File: src/rtl/ex_mem_stage_if.sv
// rtl/ex_mem_stage_if.sv - EX-side instruction bundle in, MEM-side pipeline register out
interface ex_mem_stage_if #(
    parameter int DATA_W = 64,
    parameter int PC_W   = 32
);
    logic [DATA_W-1:0] EXE_Result;
    logic              EXE_Zero;
    logic              Overflow;
    logic [4:0]        ex_op;
    logic              ex_valid;
    logic              ex_reg_write;
    logic              ex_fp_write;
    logic              ex_mem_read;
    logic              ex_mem_write;
    logic              ex_trap_en;
    logic [4:0]        ex_rd;
    logic [DATA_W-1:0] ex_store_data;
    logic [1:0]        ex_branch;
    logic [PC_W-1:0]   ex_pc_plus4;
    logic [PC_W-1:0]   ex_branch_target;

    logic [DATA_W-1:0] MEM_Result;
    logic [DATA_W-1:0] MEM_StoreData;
    logic [4:0]        MEM_Rd;
    logic              MEM_Valid;
    logic              MEM_RegWrite;
    logic              MEM_FpWrite;
    logic              MEM_MemRead;
    logic              MEM_MemWrite;

    modport master (
        output EXE_Result, EXE_Zero, Overflow, ex_op, ex_valid, ex_reg_write,
               ex_fp_write, ex_mem_read, ex_mem_write, ex_trap_en, ex_rd,
               ex_store_data, ex_branch, ex_pc_plus4, ex_branch_target,
        input  MEM_Result, MEM_StoreData, MEM_Rd, MEM_Valid, MEM_RegWrite,
               MEM_FpWrite, MEM_MemRead, MEM_MemWrite
    );

    modport slave (
        input  EXE_Result, EXE_Zero, Overflow, ex_op, ex_valid, ex_reg_write,
               ex_fp_write, ex_mem_read, ex_mem_write, ex_trap_en, ex_rd,
               ex_store_data, ex_branch, ex_pc_plus4, ex_branch_target,
        output MEM_Result, MEM_StoreData, MEM_Rd, MEM_Valid, MEM_RegWrite,
               MEM_FpWrite, MEM_MemRead, MEM_MemWrite
    );
endinterface

File: src/rtl/ex_mem_stage.sv
// rtl/ex_mem_stage.sv - EX/MEM pipeline register with branch resolve, FP condition and overflow trap
module ex_mem_stage #(
    parameter int DATA_W = 64,
    parameter int PC_W   = 32
) (
    input  logic            clk,
    input  logic            rst,
    input  logic            stall,
    input  logic            flush,
    input  logic            exc_ack,
    ex_mem_stage_if.slave   ex_mem,
    output logic            branch_taken,
    output logic [PC_W-1:0] branch_pc,
    output logic            fp_cond,
    output logic            exc_req,
    output logic [PC_W-1:0] epc
);
    typedef enum logic {NORMAL = 1'b0, EXC_PENDING = 1'b1} state_t;

    state_t            state_q, state_d;
    logic [DATA_W-1:0] result_q, result_d;
    logic [DATA_W-1:0] store_q, store_d;
    logic [4:0]        rd_q, rd_d;
    logic              valid_q, valid_d;
    logic              rw_q, rw_d;
    logic              fw_q, fw_d;
    logic              mr_q, mr_d;
    logic              mw_q, mw_d;
    logic              bt_q, bt_d;
    logic [PC_W-1:0]   bpc_q, bpc_d;
    logic              fp_q, fp_d;
    logic [PC_W-1:0]   epc_q, epc_d;

    logic accept, trap, commit, fp_op, take;

    always_comb begin
        state_d  = state_q;
        result_d = result_q;
        store_d  = store_q;
        rd_d     = rd_q;
        valid_d  = valid_q;
        rw_d     = rw_q;
        fw_d     = fw_q;
        mr_d     = mr_q;
        mw_d     = mw_q;
        bt_d     = bt_q;
        bpc_d    = bpc_q;
        fp_d     = fp_q;
        epc_d    = epc_q;
        accept   = !stall && !flush && (state_q == NORMAL) && ex_mem.ex_valid;
        trap     = accept && ex_mem.ex_trap_en && ex_mem.Overflow &&
                   ((ex_mem.ex_op == 5'h03) || (ex_mem.ex_op == 5'h05));
        commit   = accept && !trap;
        fp_op    = (ex_mem.ex_op >= 5'h11) && (ex_mem.ex_op <= 5'h15);
        take     = 1'b0;
        case (ex_mem.ex_branch)
            2'b01:   take = ex_mem.EXE_Zero;
            2'b10:   take = !ex_mem.EXE_Zero;
            2'b11:   take = fp_q;
            default: take = 1'b0;
        endcase

        // A stall without flush freezes everything, including the exception state.
        if (!stall || flush) begin
            result_d = ex_mem.EXE_Result;
            store_d  = ex_mem.ex_store_data;
            rd_d     = ex_mem.ex_rd;
            valid_d  = commit;
            rw_d     = commit && ex_mem.ex_reg_write;
            fw_d     = commit && ex_mem.ex_fp_write;
            mr_d     = commit && ex_mem.ex_mem_read;
            mw_d     = commit && ex_mem.ex_mem_write;
            bt_d     = commit && take;
            if (commit && take)
                bpc_d = ex_mem.ex_branch_target;
            if (commit && fp_op)
                fp_d = ex_mem.EXE_Zero;
            if (trap) begin
                epc_d   = ex_mem.ex_pc_plus4 - PC_W'(4);
                state_d = EXC_PENDING;
            end else if ((state_q == EXC_PENDING) && exc_ack) begin
                state_d = NORMAL;
            end
        end
    end

    always_ff @(posedge clk or posedge rst) begin
        if (rst) begin
            state_q  <= NORMAL;
            result_q <= '0;
            store_q  <= '0;
            rd_q     <= '0;
            valid_q  <= 1'b0;
            rw_q     <= 1'b0;
            fw_q     <= 1'b0;
            mr_q     <= 1'b0;
            mw_q     <= 1'b0;
            bt_q     <= 1'b0;
            bpc_q    <= '0;
            fp_q     <= 1'b0;
            epc_q    <= '0;
        end else begin
            state_q  <= state_d;
            result_q <= result_d;
            store_q  <= store_d;
            rd_q     <= rd_d;
            valid_q  <= valid_d;
            rw_q     <= rw_d;
            fw_q     <= fw_d;
            mr_q     <= mr_d;
            mw_q     <= mw_d;
            bt_q     <= bt_d;
            bpc_q    <= bpc_d;
            fp_q     <= fp_d;
            epc_q    <= epc_d;
        end
    end

    assign ex_mem.MEM_Result    = result_q;
    assign ex_mem.MEM_StoreData = store_q;
    assign ex_mem.MEM_Rd        = rd_q;
    assign ex_mem.MEM_Valid     = valid_q;
    assign ex_mem.MEM_RegWrite  = rw_q;
    assign ex_mem.MEM_FpWrite   = fw_q;
    assign ex_mem.MEM_MemRead   = mr_q;
    assign ex_mem.MEM_MemWrite  = mw_q;
    assign branch_taken         = bt_q;
    assign branch_pc            = bpc_q;
    assign fp_cond              = fp_q;
    assign exc_req              = (state_q == EXC_PENDING);
    assign epc                  = epc_q;
endmodule
File: src/flat_wrapper.sv
// flat-port wrapper written by rule: the top's interface ports become plain ports
module ex_mem_stage_flat 
#(
    parameter int DATA_W = 64,
    parameter int PC_W   = 32
)
  (clk, rst, stall, flush, exc_ack, branch_taken, branch_pc, fp_cond, exc_req, epc, ex_mem_EXE_Result, ex_mem_EXE_Zero, ex_mem_Overflow, ex_mem_ex_op, ex_mem_ex_valid, ex_mem_ex_reg_write, ex_mem_ex_fp_write, ex_mem_ex_mem_read, ex_mem_ex_mem_write, ex_mem_ex_trap_en, ex_mem_ex_rd, ex_mem_ex_store_data, ex_mem_ex_branch, ex_mem_ex_pc_plus4, ex_mem_ex_branch_target, ex_mem_MEM_Result, ex_mem_MEM_StoreData, ex_mem_MEM_Rd, ex_mem_MEM_Valid, ex_mem_MEM_RegWrite, ex_mem_MEM_FpWrite, ex_mem_MEM_MemRead, ex_mem_MEM_MemWrite);
  ex_mem_stage_if #(.DATA_W(DATA_W), .PC_W(PC_W)) ex_mem_i ();
  input  logic clk;
  input  logic rst;
  input  logic stall;
  input  logic flush;
  input  logic exc_ack;
  output logic branch_taken;
  output logic [PC_W-1:0] branch_pc;
  output logic fp_cond;
  output logic exc_req;
  output logic [PC_W-1:0] epc;
  input wire logic [$bits(ex_mem_i.EXE_Result)-1:0] ex_mem_EXE_Result;
  input wire logic [$bits(ex_mem_i.EXE_Zero)-1:0] ex_mem_EXE_Zero;
  input wire logic [$bits(ex_mem_i.Overflow)-1:0] ex_mem_Overflow;
  input wire logic [$bits(ex_mem_i.ex_op)-1:0] ex_mem_ex_op;
  input wire logic [$bits(ex_mem_i.ex_valid)-1:0] ex_mem_ex_valid;
  input wire logic [$bits(ex_mem_i.ex_reg_write)-1:0] ex_mem_ex_reg_write;
  input wire logic [$bits(ex_mem_i.ex_fp_write)-1:0] ex_mem_ex_fp_write;
  input wire logic [$bits(ex_mem_i.ex_mem_read)-1:0] ex_mem_ex_mem_read;
  input wire logic [$bits(ex_mem_i.ex_mem_write)-1:0] ex_mem_ex_mem_write;
  input wire logic [$bits(ex_mem_i.ex_trap_en)-1:0] ex_mem_ex_trap_en;
  input wire logic [$bits(ex_mem_i.ex_rd)-1:0] ex_mem_ex_rd;
  input wire logic [$bits(ex_mem_i.ex_store_data)-1:0] ex_mem_ex_store_data;
  input wire logic [$bits(ex_mem_i.ex_branch)-1:0] ex_mem_ex_branch;
  input wire logic [$bits(ex_mem_i.ex_pc_plus4)-1:0] ex_mem_ex_pc_plus4;
  input wire logic [$bits(ex_mem_i.ex_branch_target)-1:0] ex_mem_ex_branch_target;
  output wire logic [$bits(ex_mem_i.MEM_Result)-1:0] ex_mem_MEM_Result;
  output wire logic [$bits(ex_mem_i.MEM_StoreData)-1:0] ex_mem_MEM_StoreData;
  output wire logic [$bits(ex_mem_i.MEM_Rd)-1:0] ex_mem_MEM_Rd;
  output wire logic [$bits(ex_mem_i.MEM_Valid)-1:0] ex_mem_MEM_Valid;
  output wire logic [$bits(ex_mem_i.MEM_RegWrite)-1:0] ex_mem_MEM_RegWrite;
  output wire logic [$bits(ex_mem_i.MEM_FpWrite)-1:0] ex_mem_MEM_FpWrite;
  output wire logic [$bits(ex_mem_i.MEM_MemRead)-1:0] ex_mem_MEM_MemRead;
  output wire logic [$bits(ex_mem_i.MEM_MemWrite)-1:0] ex_mem_MEM_MemWrite;
  assign ex_mem_i.EXE_Result = ex_mem_EXE_Result;
  assign ex_mem_i.EXE_Zero = ex_mem_EXE_Zero;
  assign ex_mem_i.Overflow = ex_mem_Overflow;
  assign ex_mem_i.ex_op = ex_mem_ex_op;
  assign ex_mem_i.ex_valid = ex_mem_ex_valid;
  assign ex_mem_i.ex_reg_write = ex_mem_ex_reg_write;
  assign ex_mem_i.ex_fp_write = ex_mem_ex_fp_write;
  assign ex_mem_i.ex_mem_read = ex_mem_ex_mem_read;
  assign ex_mem_i.ex_mem_write = ex_mem_ex_mem_write;
  assign ex_mem_i.ex_trap_en = ex_mem_ex_trap_en;
  assign ex_mem_i.ex_rd = ex_mem_ex_rd;
  assign ex_mem_i.ex_store_data = ex_mem_ex_store_data;
  assign ex_mem_i.ex_branch = ex_mem_ex_branch;
  assign ex_mem_i.ex_pc_plus4 = ex_mem_ex_pc_plus4;
  assign ex_mem_i.ex_branch_target = ex_mem_ex_branch_target;
  assign ex_mem_MEM_Result = ex_mem_i.MEM_Result;
  assign ex_mem_MEM_StoreData = ex_mem_i.MEM_StoreData;
  assign ex_mem_MEM_Rd = ex_mem_i.MEM_Rd;
  assign ex_mem_MEM_Valid = ex_mem_i.MEM_Valid;
  assign ex_mem_MEM_RegWrite = ex_mem_i.MEM_RegWrite;
  assign ex_mem_MEM_FpWrite = ex_mem_i.MEM_FpWrite;
  assign ex_mem_MEM_MemRead = ex_mem_i.MEM_MemRead;
  assign ex_mem_MEM_MemWrite = ex_mem_i.MEM_MemWrite;
  ex_mem_stage #(.DATA_W(DATA_W), .PC_W(PC_W)) u_core (.clk(clk), .rst(rst), .stall(stall), .flush(flush), .exc_ack(exc_ack), .ex_mem(ex_mem_i), .branch_taken(branch_taken), .branch_pc(branch_pc), .fp_cond(fp_cond), .exc_req(exc_req), .epc(epc));
endmodule
File: config.mk
export PLATFORM = sky130hd
export DESIGN_NAME = ex_mem_stage_flat
export DESIGN_NICKNAME = d
export VERILOG_FILES = /design/src/rtl/ex_mem_stage_if.sv /design/src/rtl/ex_mem_stage.sv /design/src/flat_wrapper.sv
export SDC_FILE = /design/constraint.sdc
export NUM_CORES = 1
export LEC_CHECK = 0
export CORE_AREA = 2 2 162 164
export CTS_CLUSTER_SIZE = 12
export DETAILED_ROUTE_END_ITERATION = 8
export DIE_AREA = 0 0 164 166
export GPL_TIMING_DRIVEN = 0
export PLACE_DENSITY_LB_ADDON = 0.12
export SYNTH_ARGS = -nofsm -noshare
export SYNTH_HDL_FRONTEND = slang
export SYNTH_SLANG_ARGS = --single-unit
File: constraint.sdc
create_clock -name clk -period 8.9 [get_ports clk]
set_clock_uncertainty 0.2 [all_clocks]
set_input_delay 1.78 -clock clk [delete_from_list [all_inputs] [get_ports clk]]
set_output_delay 1.78 -clock clk [all_outputs]
set_load 0.01 [all_outputs]
# [Yosys cells after proc, flatten, opt, wreduce, memory -nomap -nowiden]
# Index checks and enable logic that the tools add are counted.
[totals] regBits=205 latchBits=0 mem_bits_rw=0 mem_bits_ro=0 out_inout_bits=205 memories=0
[classes] addsub=1 mul=0 div=0 magnitude_cmp=2 eq_ne=5 shift=0 muxes=3 n_bitwise=1 reduce_logical=26
[op_table] cell="subtractor 32 x 3 -> 32 bit, second input constant" count=1
[op_table] cell="logical AND 1 bit" count=15
[op_table] cell="AND reduction 2 bit" count=4
[op_table] cell="== test 5 x 2 -> 1 bit, second input constant" count=1
[op_table] cell="== test 5 x 3 -> 1 bit, second input constant" count=1
[op_table] cell="greater-or-equal comparator 5 bit, second input constant" count=1
[op_table] cell="<= comparator 5 bit, second input constant" count=1
[op_table] cell="== test 2 bit, second input constant" count=2
[op_table] cell="zero test 1 bit" count=4
[op_table] cell="case mux 1 bit (3 select lines)" count=1
[op_table] cell="== test 2 x 1 -> 1 bit, second input constant" count=1
[op_table] cell="logical OR 1 bit" count=2
[op_table] cell="two-way mux 1 bit" count=2
[op_table] cell="nonzero test 2 bit" count=1
[op_table] cell="NOT 1 bit" count=1

# [Longest topological paths before layout]
# Gate-level depths: netlist of the first run.
[logic_depth] ltp_word=11 depth_mapped=7 mapped_depth_nobuf=7

# [Worst setup path after synthesis of the first run]
# Ideal clock, no wire load.
[synth_timing] path_kind="in2reg" from="input port stall" to="register u_core.bpc_q[10], in the netlist u_core.branch_pc[10]" t_arrival_ps=3122 path_slack_ps=5453 path_stages=5 path_cell_list="or4b_4 > a21oi_4 > o211ai_4 > buf_6 > mux2_4"
[synth_between] elab_chain_len=11 word_cells_on_any_way=12 classes_between="reduce/logical: 12"
[synth_rtl] element="start, declared" line="flat_wrapper.sv:11" text="input logic stall;"
[synth_rtl] element="zero test 1 bit (*)" line="ex_mem_stage.sv:50, ex_mem_stage.sv:64"
[synth_rtl] element="logical AND 1 bit (3 in a row)" line="ex_mem_stage.sv:50" text="accept = !stall && !flush && (state_q == NORMAL) && ex_mem.ex_valid;"
[synth_rtl] element="logical AND 1 bit (3 in a row)" line="ex_mem_stage.sv:51" text="trap = accept && ex_mem.ex_trap_en && ex_mem.Overflow &&"
[synth_rtl] element="zero test 1 bit" line="ex_mem_stage.sv:53" text="commit = accept && !trap;"
[synth_rtl] element="logical AND 1 bit" line="ex_mem_stage.sv:53"
[synth_rtl] element="logical AND 1 bit" line="ex_mem_stage.sv:74" text="if (commit && take)"
[synth_rtl] element="AND reduction 2 bit (no line) (*)"
[synth_rtl] element="end signal, assigned" line="ex_mem_stage.sv:113" text="bpc_q <= bpc_d;"
[synth_rtl] element="end, declared" line="ex_mem_stage.sv:30" text="logic [PC_W-1:0] bpc_q, bpc_d;"
# Every way passes the cells marked *; elsewhere a longest branch is shown, timed or not.
# A chain may end at the register's enable or synchronous reset.

# [Final worst setup path of the first run]
[layout_timing] from="input port flush" to="register u_core.result_q[28], in the netlist u_core.ex_mem.MEM_Result[28]"
[layout_between] elab_chain_len=1
[layout_rtl] element="start, declared" line="flat_wrapper.sv:12" text="input logic flush;"
[layout_rtl] element="logical OR 1 bit" line="ex_mem_stage.sv:64" text="if (!stall || flush) begin"
[layout_rtl] element="end signal, assigned" line="ex_mem_stage.sv:104" text="result_q <= result_d;"
[layout_rtl] element="end, declared" line="ex_mem_stage.sv:21" text="logic [DATA_W-1:0] result_q, result_d;"
# No other way between the ends.

==> results of run 1 <==
[metal layers]
| layer | GRT usage | vias to the layer above |
|---|---|---|
| met5 | 0 | - |
| met4 | 0.0667 | 2 |
| met3 | 0.0594 | 46 |
| met2 | 0.359 | 259 |
| met1 | 0.242 | 3405 |
| li1 | - | 3551 |
[final timing paths]
check,start,to,slack (ns),cells after the start
worst max-delay path,flush,u_core.ex_mem.MEM_Result[28],5.06,7
worst max register to register,u_core.exc_req,u_core.epc[0],6.57,5
min in group asynchronous,rst,u_core.ex_mem.MEM_StoreData[35],1.57,2
worst min register to register,u_core.ex_mem.MEM_Rd[4],u_core.ex_mem.MEM_Rd[4],0.26,2
max in group asynchronous,rst,u_core.branch_pc[15],5.91,3
worst min-delay path,u_core.ex_mem.MEM_Rd[4],u_core.ex_mem.MEM_Rd[4],0.26,2
[sequential cells by signal, indices dropped and copies added, names as in the netlist, 5 cells and up]
register / flops
u_core.ex_mem.MEM_Result: 64
u_core.ex_mem.MEM_Rd: 5
u_core.ex_mem.MEM_StoreData: 64
u_core.branch_pc: 32
u_core.epc: 32
[worst reg2reg max path: cells and delay by family, from the launching register on]
kind,cells,cell delay (ns)
simple gates,3,1.01
flops,1,0.41
buf+inv,1,0.32
mux,1,0.28
[kinds of logic after synthesis]
kind of cell | share of synthesized area
muxes | 0.0633
DFF | 0.617
and+or+nand+nor | 0.237
AOI/OAI and AO/OA | 0.0319
buffers and inverters | 0.0218
adders and majority gates | 0.00151
xor gates and xnor gates | 0.0274
[layout make-up]
class                      count  area, µm²
buffer                        39        170
timing repair buffer         422       4240
sequential                   205       5130
inverter                       3       18.8
clock inverter                 6       55.1
antenna                        2       5.00
clock buffer                  36        737
tap                          335        419
fill                        2393      11800
multi-input combinational    591       3000
[where the power goes]
part / switching, µW / internal [µW]
Combinational: 218 / 333
Clock: 385 / 597
Sequential: 51.1 / 1030
[cell usage in the layout, fill, tap and decap left out, drive strengths merged, types with 4 or more instances in the layout]
cell type	n
clkbuf	67
mux2	37
buf	9
clkinv	5
dfrtp	205
nor3	11
nand2	437
xnor2	23
o21ai	28
nor4	9
a22o	4
clkdlybuf4s50	421
nor2	8
[metrics by stage]
stage | setup slack, ns | instance area [µm²] | hold slack, ns
detailed placement | 4.47 | 13000 | 0.254
floorplan | 1.32 | 8310 | 0.307
global placement | -1.94 | 12900 | 0.249
CTS | 4.99 | 13800 | 0.266
global route | 4.82 | 13800 | 0.279
finish | 5.06 | 13800 | 0.261
==> results.py, run 1 <==
metrics = {
    "outcome": {
        "status": "complete, no violations",
    },
    "timing": {
        "worst_pin_slew_ns": 0.775,
        "maxSlewHeadroom": 0.483,
        "hold_viol_final": 0,
        "min_period_ns": 3.84,
        "final.period_utilization": 0.432,
        "final.setup.tns_ns": 0,
        "drv_slew": 0,
        "setup_viol": 0,
        "fmax_ghz": 0.260,
        "rsz0062_at_grt": "no",
    },
    "clocking": {
        "clock_sinks": 205,
        "cts.repair.resized": 0,
        "cts_setup_buffers": 0,
        "cts_hold_buf": 0,
        "cts-htree-levels": 1,
        "cts_root_buf": "clkbuf_16",
        "clk_path_buf_depth": 3,
        "worst_skew_pair.late_latency_ns": 0.50,
        "numCtsBuffers": 25,
        "cts_tree": "yes",
        "clkTransAtPathRegs_ns": 0.05,
    },
    "final_layout": {
        "fin_util": 0.538,
        "syn2layout_area_growth_pct": 65.8,
        "num-nets-final": 1505,
        "fin_cells": 1639,
        "drive_gt1_frac": 0.0730,
    },
    "worst_setup_path": {
        "critPathBufInv": 4,
        "slowest_delay_ns": 0.55,
        "crit_chain": "clkdlybuf4s50_1, nand2b_1, clkbuf_1, clkbuf_1, clkbuf_1, nand2_1, nand2_1",
        "startpoint_type": "input pin",
        "cp.arrival_ns": 4.07,
        "cp_common_cell": "clkbuf_1",
        "critPathCaptureType": "register",
        "worstSetupPathType": "input pin to register",
        "required_ns": 9.13,
        "slowest_stage": "clkbuf_1",
        "critPathTopFamily": "buffers and inverters",
        "path_max_fanout": 10,
    },
    "logic_synthesis": {
        "synth_cells": 838,
        "synthTopCellsByArea": "dfrtp_1 62%, nand2_1 20%, mux2_4 5.2%, xnor2_1 2.4%, clkbuf_1 1.4%",
        "synth_common_cells": "437 x nand2_1, 205 x dfrtp_1, 31 x clkbuf_1",
        "avgSynthCellArea_um2": 9.91,
        "async_reset_ff_frac": 1.00,
        "synth_top_cell_by_area": "dfrtp_1",
        "ys.flop_type": "dfrtp_1",
        "synth_most_common_cell": "nand2_1",
        "syn_area_um2": 8310,
        "synth_cell_types": 40,
        "ys.warnings.count": 0,
        "syn_nets": 1056,
        "synth_seq_cells": 205,
        "ys_seq_area_frac": 0.617,
        "synth_edf_count": 0,
        "synth_top_area_frac": 0.617,
    },
    "floorplanning": {
        "core_um2": 25600,
        "start_util": 0.324,
        "die_h_um": 166,
        "rows": 59,
        "die_area_um2": 27200,
        "pin_count": 422,
        "die-width_um": 164,
    },
    "drt": {
        "ant_nets": 0,
        "via_per_inst": 4.43,
        "wirelength_met1_mm": 11.2,
        "top_layer": "met5",
        "drc": 0,
        "wl_met3_mm": 2.40,
        "avgRoutedWirePerCell_um": 17.4,
        "vias": 7263,
        "firstDrtPassIters": 5,
        "wl_mm": 28.5,
        "drt-initial-drc-count": 345,
        "dr_wl_met2_mm": 14.1,
    },
    "place": {
        "port_buffers": 421,
        "gp_congestion": 0.807,
        "hpwl_mm": 21.6,
        "placedCellCount": 1595,
    },
    "power_and_ir_drop": {
        "vdd_drop_max_v": 0.000163,
        "power_density_nw_per_um2": 190,
        "power_uw": 2620,
        "p_leak_uw": 0.00634,
    },
    "flow_run": {
        "maxCapViolCount": 0,
    },
    "global_route": {
        "grtUsageTotal": 0.206,
        "gr-total-overflow": 0,
        "antenna_found_initial": 3,
        "grt_pass1_wl_mm": 43.3,
        "grt_max_degree": 116,
        "grt_pass1_vias": 7445,
    },
    "min_path": {
        "hp-class": "register to register",
    },
}
(Power assumes the default switching activity.)
==> run 2: changes to the inputs <==
clock period = 3.4 ns   (was 8.9 ns; I/O delays follow)
==> run 2 against run 1 <==
  * Die area did not move
  * Non-clock buffer count is 5 higher
  * Critical path depth stayed put
  * Highest routed layer is now met4
==> results.py, run 2 (synthesis results as in run 1) <==
metrics = {
    "place": {
        "dp_slack_ns": 0.000998,
        "hpwl_mm": 22.0,
        "gp_congestion": 0.811,
        "placedCellCount": 1600,
        "port_buffers": 421,
        "place_area_um2": 13100,
    },
    "drt": {
        "wl_mm": 28.4,
        "drt-initial-drc-count": 300,
        "drc": 0,
        "avgRoutedWirePerCell_um": 17.2,
        "vias": 7268,
        "ant_nets": 0,
        "via_per_inst": 4.42,
        "firstDrtPassIters": 4,
    },
    "floorplanning": {
        "die_h_um": 166,
        "rows": 59,
        "pin_count": 422,
        "start_util": 0.324,
        "die_area_um2": 27200,
        "core_um2": 25600,
        "die-width_um": 164,
    },
    "timing": {
        "final.setup.tns_ns": 0,
        "drv_slew": 0,
        "maxSlewHeadroom": 0.543,
        "final.period_utilization": 0.829,
        "worst_pin_slew_ns": 0.686,
        "setup_viol": 0,
        "fmax_ghz": 0.355,
        "rsz0062_at_grt": "no",
        "min_period_ns": 2.82,
        "hold_viol_final": 0,
        "setup_slack_ns": 0.580,
    },
    "min_path": {
        "min-delay-start": "u_core.ex_mem.MEM_StoreData[49]",
        "hold_depth": 2,
        "hp-class": "register to register",
        "min_to": "u_core.ex_mem.MEM_StoreData[49]",
    },
    "power_and_ir_drop": {
        "power_density_nw_per_um2": 503,
        "power_uw": 7000,
        "p_leak_uw": 0.00640,
        "vdd_drop_max_v": 0.000404,
    },
    "clocking": {
        "numCtsBuffers": 24,
        "clk_path_buf_depth": 3,
        "cts_hold_buf": 0,
        "cts_setup_buffers": 0,
        "cts_tree": "yes",
        "clkTransAtPathRegs_ns": 0.06,
        "cts.repair.resized": 0,
        "clock_sinks": 205,
        "cts_root_buf": "clkbuf_16",
        "worst_skew_pair.late_latency_ns": 0.51,
        "cts-htree-levels": 1,
    },
    "final_layout": {
        "drive_gt1_frac": 0.0773,
        "num-nets-final": 1509,
        "final_common_cell": "nand2_1",
        "final_area_um2": 13900,
        "mostFrequentLayoutCells": "437 x nand2_1, 421 x clkdlybuf4s50_1, 205 x dfrtp_1",
        "fin_cells": 1646,
        "syn2layout_area_growth_pct": 67.5,
    },
    "global_route": {
        "grt_pass1_vias": 7399,
        "grt_pass1_wl_mm": 43.7,
        "gr-total-overflow": 0,
        "antenna_found_initial": 4,
        "grtUsageTotal": 0.206,
        "grt_max_degree": 39,
    },
    "worst_setup_path": {
        "rr_worst_depth": 5,
        "startpoint_type": "input pin",
        "r2r-start": "u_core.exc_req",
        "required_ns": 3.64,
        "critPathCaptureType": "register",
        "cp.arrival_ns": 3.06,
        "timing.rr.end": "u_core.epc[0]",
        "path_max_fanout": 10,
        "worstSetupPathType": "input pin to register",
        "rrSetupSlack_ns": 1.09,
    },
    "flow_run": {
        "maxCapViolCount": 0,
    },
    "outcome": {
        "status": "complete, no violations",
    },
}
run 2: worst max path at each step:
stage          slack, ns                              end  cells after the start   from
2_1_floorplan      -0.14              u_core.branch_pc[0]                      1    rst
3_3_place_gp       -2.04  u_core.ex_mem.MEM_StoreData[21]                      2    rst
3_5_place_dp       0.001     u_core.ex_mem.MEM_Result[29]                      7  flush
4_1_cts             0.52     u_core.ex_mem.MEM_Result[29]                      7  flush
5_1_grt             0.42     u_core.ex_mem.MEM_Result[44]                      7  flush
6_report            0.58     u_core.ex_mem.MEM_Result[29]                      7  flush
run 2: power breakdown:
group	internal, µW	switching (µW)	total (µW)
logic	883	573	1460
clock network	1700	1000	2700
registers	2700	137	2840
total	5280	1710	7000
run 2: cell type report:
class                      instances  area [µm²]
fill                            2367       11700
buffer                            39         170
inverter                           3        15.0
clock buffer                      38         774
timing repair buffer             427        4330
tap                              335         419
sequential                       205        5130
antenna                            4        10.0
multi-input combinational        591        3000
clock inverter                     4        70.1
run 2: through the flow:
step	hold slack [ns]	util
detailed placement	0.255	0.510
finish	0.260	0.543
floorplan	0.307	-
global placement	0.247	0.505
CTS	0.267	0.543
global route	0.277	0.543
run 2: per-layer routing:
metal	global-route usage	share of wire
met2	0.362	0.49
met1	0.242	0.39
met3	0.0579	0.085
met5	0	0
met4	0.0645	0.033
run 2: critical path, cell delays in order:
cell             delay (ns)
clkdlybuf4s50_1        0.50
nand2b_1               0.11
clkbuf_1               0.49
clkbuf_1               0.58
clkbuf_1               0.44
nand2_1                0.17
nand2_1                0.10
==> edit 1: new RTL, settings of run 2 <==
`PC_W` is set to 32 in 3 places; all go to 40.
--- a/src/rtl/ex_mem_stage_if.sv
+++ b/src/rtl/ex_mem_stage_if.sv
@@ -3,3 +3,3 @@
     parameter int DATA_W = 64,
-    parameter int PC_W   = 32
+    parameter int PC_W   = 40
 );
--- a/src/rtl/ex_mem_stage.sv
+++ b/src/rtl/ex_mem_stage.sv
@@ -3,3 +3,3 @@
     parameter int DATA_W = 64,
-    parameter int PC_W   = 32
+    parameter int PC_W   = 40
 ) (
--- a/src/flat_wrapper.sv
+++ b/src/flat_wrapper.sv
@@ -4,3 +4,3 @@
     parameter int DATA_W = 64,
-    parameter int PC_W   = 32
+    parameter int PC_W   = 40
 )
Interface: changed (resized branch_pc, epc, ex_mem_ex_branch_target and ex_mem_ex_pc_plus4); port bits go from 422 to 454. No check against the original RTL was run, so the function may have changed too.
==> edit 1 against run 2 <==
Sequential cell count increased by 16. Worst setup slack improved by 0.0086 ns. Sequential power increased by 7.7%. Non-clock buffer count increased by 38. Maximum frequency increased by 0.31%. Area after synthesis increased by 8.2%. Total power increased by 8.6%. Worst hold slack improved by 0.0030 ns. Wire length increased by 9.8%. Largest cell class unchanged. Design area increased by 8.0%.
==> edit 1: results (changes against run 2) <==
Parameter                              Value

Finish
  Clkbuf count    39 (+2.6%)
  Filler Cell Count    2267 (-4.2%)
  Fraction of standard cell area that is sequential    36.8% (-0.051 points)
  Multi-Input Combinational    644 (+9.0%)
  Number of logic inverters in the finished layout    4 (+1)
  Number of diodes added for antenna fixing    10 (+6)
  Net count of the finished layout    1635 (+8.3%)
  Clk tree area frac    6.16% (+0.094 points)
  Buffer count excluding the clock tree in the final layout    504 (+8.2%)
  Register cell area after layout    5530 um2 (+7.8%)

Routing
  Total number of vias    8074 (+11%)
  Avg WL per Cell    17.7 um (+2.5%)
  Ratio of routed vias to standard cells    4.58 (+3.7%)

Yosys
  Fraction of the mapped netlist area in compound gates    3.26% (+0.064 points)
  Nets in the synthesized netlist    1148 (+8.7%)
  Adder-Cell Fraction of Synth Area    0.139% (-0.011 points)
  Portion of the post-synthesis area used by sequential elements    61.5% (-0.24 points)
  Top cells by instance count after synthesis    nand2_1, dfrtp_1, mux2_2
  Synthesized area per cell    9.84 um2 (-0.78%)
  Proportion of synthesized area in mux cells    5.51% (-0.81 points)
  Yosys reg bits    221 (+7.8%)
  Cell types occupying the most area after synthesis    dfrtp_1, nand2_1, mux2_2
  Netlist cell types    42 (+5.0%)

Placement
  Detailed placement HPWL    24400 um (+11%)
  Quantity of I/O buffers inserted on ports    453 (+7.6%)
  Worst Setup Slack post-DPL    -0.0295 ns (-0.0304 ns)
  Final weighted congestion of routability-driven global placement    0.844 (+4.0%)
  Cell count after placement    1708 (+6.8%)

Worst setup path
  Worst path top cell family by delay    compound AO/OA/AOI/OAI gates
  R2R depth    6 (+1)
  Beginning of the critical path    stall
  Crit path max-delay cell type    a31oi_1
  Delay of the slowest cell on the worst path    0.63 ns (+0.05 ns)

Pwr
  VDD IR max    0.499 mV (+23%)
  Leakage power total    0.00678 uW (+5.9%)

Global route
  All-layer global routing usage    22.5% (+1.9 points)
  Global-route wire length before repair    47200 um (+8.0%)
  Maximum number of pins on one net before global-route repair    40 (+2.6%)

Worst hold path
  Startpoint of the most critical hold path    u_core.ex_mem.MEM_Result[47]$_DFFE_PP0P_

Timing
  Relative slew margins    43.6% (-11 points)

CTS
  Inserted Clock Buffers    26 (+8.3%)

Run status
  Result of the run    complete, no violations
==> edit 1: routing by layer <==
metal / vias up / wire length [um] / global-route usage [%]
met5: - / 0 / 0
met4: 0 / 1380 / 10.6
met3: 75 / 2970 / 7.62
met2: 317 / 15100 / 38.4
met1: 3769 / 11600 / 25.0
li1: 3913 / - / -
==> edit 1: final timing paths <==
check                                                            to  slack (ns)
max                                 u_core.branch_pc[3]$_DFFE_PP0P_        0.59
min                        u_core.ex_mem.MEM_Result[47]$_DFFE_PP0P_        0.26
max reg2reg                         u_core.branch_pc[3]$_DFFE_PP0P_        0.86
min reg2reg                u_core.ex_mem.MEM_Result[47]$_DFFE_PP0P_        0.26
max in group asynchronous  u_core.ex_mem.MEM_Result[51]$_DFFE_PP0P_        1.49
min in group asynchronous           u_core.branch_pc[8]$_DFFE_PP0P_        0.39
==> edit 1: power by group <==
group	switching [uW]	total, uW	internal (uW)
Combinational	627	1550	919
Sequential	144	3060	2920
Clock	1090	2990	1900
Total	1860	7590	5740
==> edit 2: new RTL, settings of run 2 <==
Made on the original files. Reset style: synchronous (`rst`), changed in one clocked block.
--- a/src/rtl/ex_mem_stage.sv
+++ b/src/rtl/ex_mem_stage.sv
@@ -86,3 +86,3 @@
 
-    always_ff @(posedge clk or posedge rst) begin
+    always_ff @(posedge clk) begin
         if (rst) begin
Function: differs if rst is asserted again (counterexample within 4 cycles, from zero or initial values and one cycle with rst high); with rst held inactive, the same outputs for 4 cycles.
==> edit 2 against run 2 <==
Sequential cell count unchanged. Wire length increased by 4.4%. Area after synthesis decreased by 3.5%. Worst hold slack got worse by 0.012 ns. Sequential share of layout area decreased by 6.2 points. Total power decreased by 17%. Worst setup slack got worse by 0.16 ns. Design area decreased by 3.9%. Critical path type unchanged. Critical endpoint is now u_core.epc[31]$_SDFFE_PP0P_.
==> edit 2: results (changes against run 2) <==
Parameter                              Value

Routing
  Met1 Wirelength    12300 um (+11%)
  First drt pass iteration count    5 (+1)
  Wire length on met2    14100 um (+1.1%)
  Wire length on met3    2390 um (-0.71%)
  Detailed Route WL    29600 um (+4.4%)
  Number of DRC violations after detailed-routing iteration 0    443 (+48%)
  Total number of vias    8174 (+12%)

Placement
  Detailed placement HPWL    22700 um (+3.0%)
  Cell count after placement    1710 (+6.9%)
  Placed instance area    12600 um2 (-3.2%)
  Worst Setup Slack post-DPL    -0.0703 ns (-0.0713 ns)
  Quantity of I/O buffers inserted on ports    420 (-0.24%)
  Final weighted congestion of routability-driven global placement    0.801 (-1.3%)

Yosys
  Nets in the synthesized netlist    1173 (+11%)
  Portion of the post-synthesis area used by sequential elements    51.2% (-11 points)
  Cell area after technology mapping    8020 um2 (-3.5%)
  Cell types occupying the most area after synthesis    dfxtp_1, nand2_1, a21oi_1
  Top cells by instance count after synthesis    nand2_1, dfxtp_1, a21oi_1
  Netlist cell types    46 (+15%)
  Async S/R FF share, synth    0% (-100 points)
  Post-synthesis instance total    955 (+14%)

Global route
  Maximum number of pins on one net before global-route repair    13 (-67%)
  Antenna violations before repair    4 (unchanged)
  M1 GR Usage    25.2% (+1.0 points)
  Routing usage on met3    5.42% (-0.37 points)
  Global-route wire length before repair    44500 um (+2.0%)
  M2 GR Usage    35.3% (-0.82 points)
  Via count of the first global-routing pass    7870 (+6.4%)
  All-layer global routing usage    20.7% (+0.12 points)

Pwr
  Leakage power total    0.00491 uW (-23%)
  VDD IR max    0.309 mV (-24%)

Timing
  Fin Hold WS    0.248 ns (-0.0115 ns)
  Relative slew margins    33.7% (-21 points)

CTS
  Resize count post-CTS    0 (unchanged)
  Clock Root Buffer    clkbuf_16

Worst setup path
  Beginning of the critical path    ex_mem_ex_pc_plus4[4]
  Critical path peak fanout    8 (-2)
  Delay of the slowest cell on the worst path    0.79 ns (+0.21 ns)
  Crit path max-delay cell type    nor4_2
  RR Startpoint    u_core.exc_req$_SDFFE_PP0P_
  Worst path top cell family by delay    simple AND/OR/NAND/NOR gates

Finish
  Net count of the finished layout    1619 (+7.3%)
  Share of cells above drive strength 1    3.47% (-4.3 points)
  Layout Utilization    52.2% (-2.1 points)
  Filler Cell Count    2439 (+3.0%)
  Non-filler cells in the finished layout    1751 (+6.4%)

Run status
  Result of the run    complete, no violations

Worst hold path
  Startpoint of the most critical hold path    u_core.ex_mem.MEM_StoreData[2]$_SDFFE_PP0P_
-- edit 2: layout make-up --
cell class	count	share of cell area (%)
Clock buffer	35	5.25
Buffer	71	2.17
Multi-Input combinational cell	676	27.0
Tap cell	335	3.13
Sequential cell	205	30.7
Clock inverter	4	0.234
Inverter	3	0.0842
Timing Repair Buffer	420	31.4
Antenna cell	2	0.0374
-- edit 2: cells by family (layout without fill, tap and decap cells) --
group / Yosys count / count (layout) / share of synthesized area, %
AO/OA/AOI/OAI: 193 / 193 / 13.9
XOR/XNOR: 12 / 12 / 1.31
adder cells (fa/ha/maj): 1 / 1 / 0.156
buffers and inverters: 74 / 533 / 3.76
flip-flops: 205 / 205 / 51.2
multiplexers: 35 / 35 / 4.37
other: 0 / 2 / 0
AND/OR/NAND/NOR: 435 / 435 / 25.3
-- edit 2: path summary, 6_finish.rpt --
kind | to | slack [ns] | cells past startpoint
setup / recovery | u_core.epc[31]$_SDFFE_PP0P_ | 0.42 | 5
hold / removal | u_core.ex_mem.MEM_StoreData[2]$_SDFFE_PP0P_ | 0.25 | 2
setup reg to reg | u_core.branch_pc[3]$_SDFFE_PP0P_ | 0.80 | 6
hold reg to reg | u_core.ex_mem.MEM_StoreData[2]$_SDFFE_PP0P_ | 0.25 | 2
-- edit 2: worst reg2reg max path, stage by stage, from the launching register on --
cell	delay (ns)
dfxtp_1	0.32
or4b_1	0.61
a31oi_2	0.39
nor3b_1	0.28
buf_2	0.25
buf_4	0.25
mux2i_1	0.22
-- edit 2: power breakdown --
group | leakage, uW | internal (uW) | switching, uW
Sequential | 0.00168 | 2510 | 52.4
Combinational | 0.00287 | 494 | 362
Clock | 0.000363 | 1420 | 996
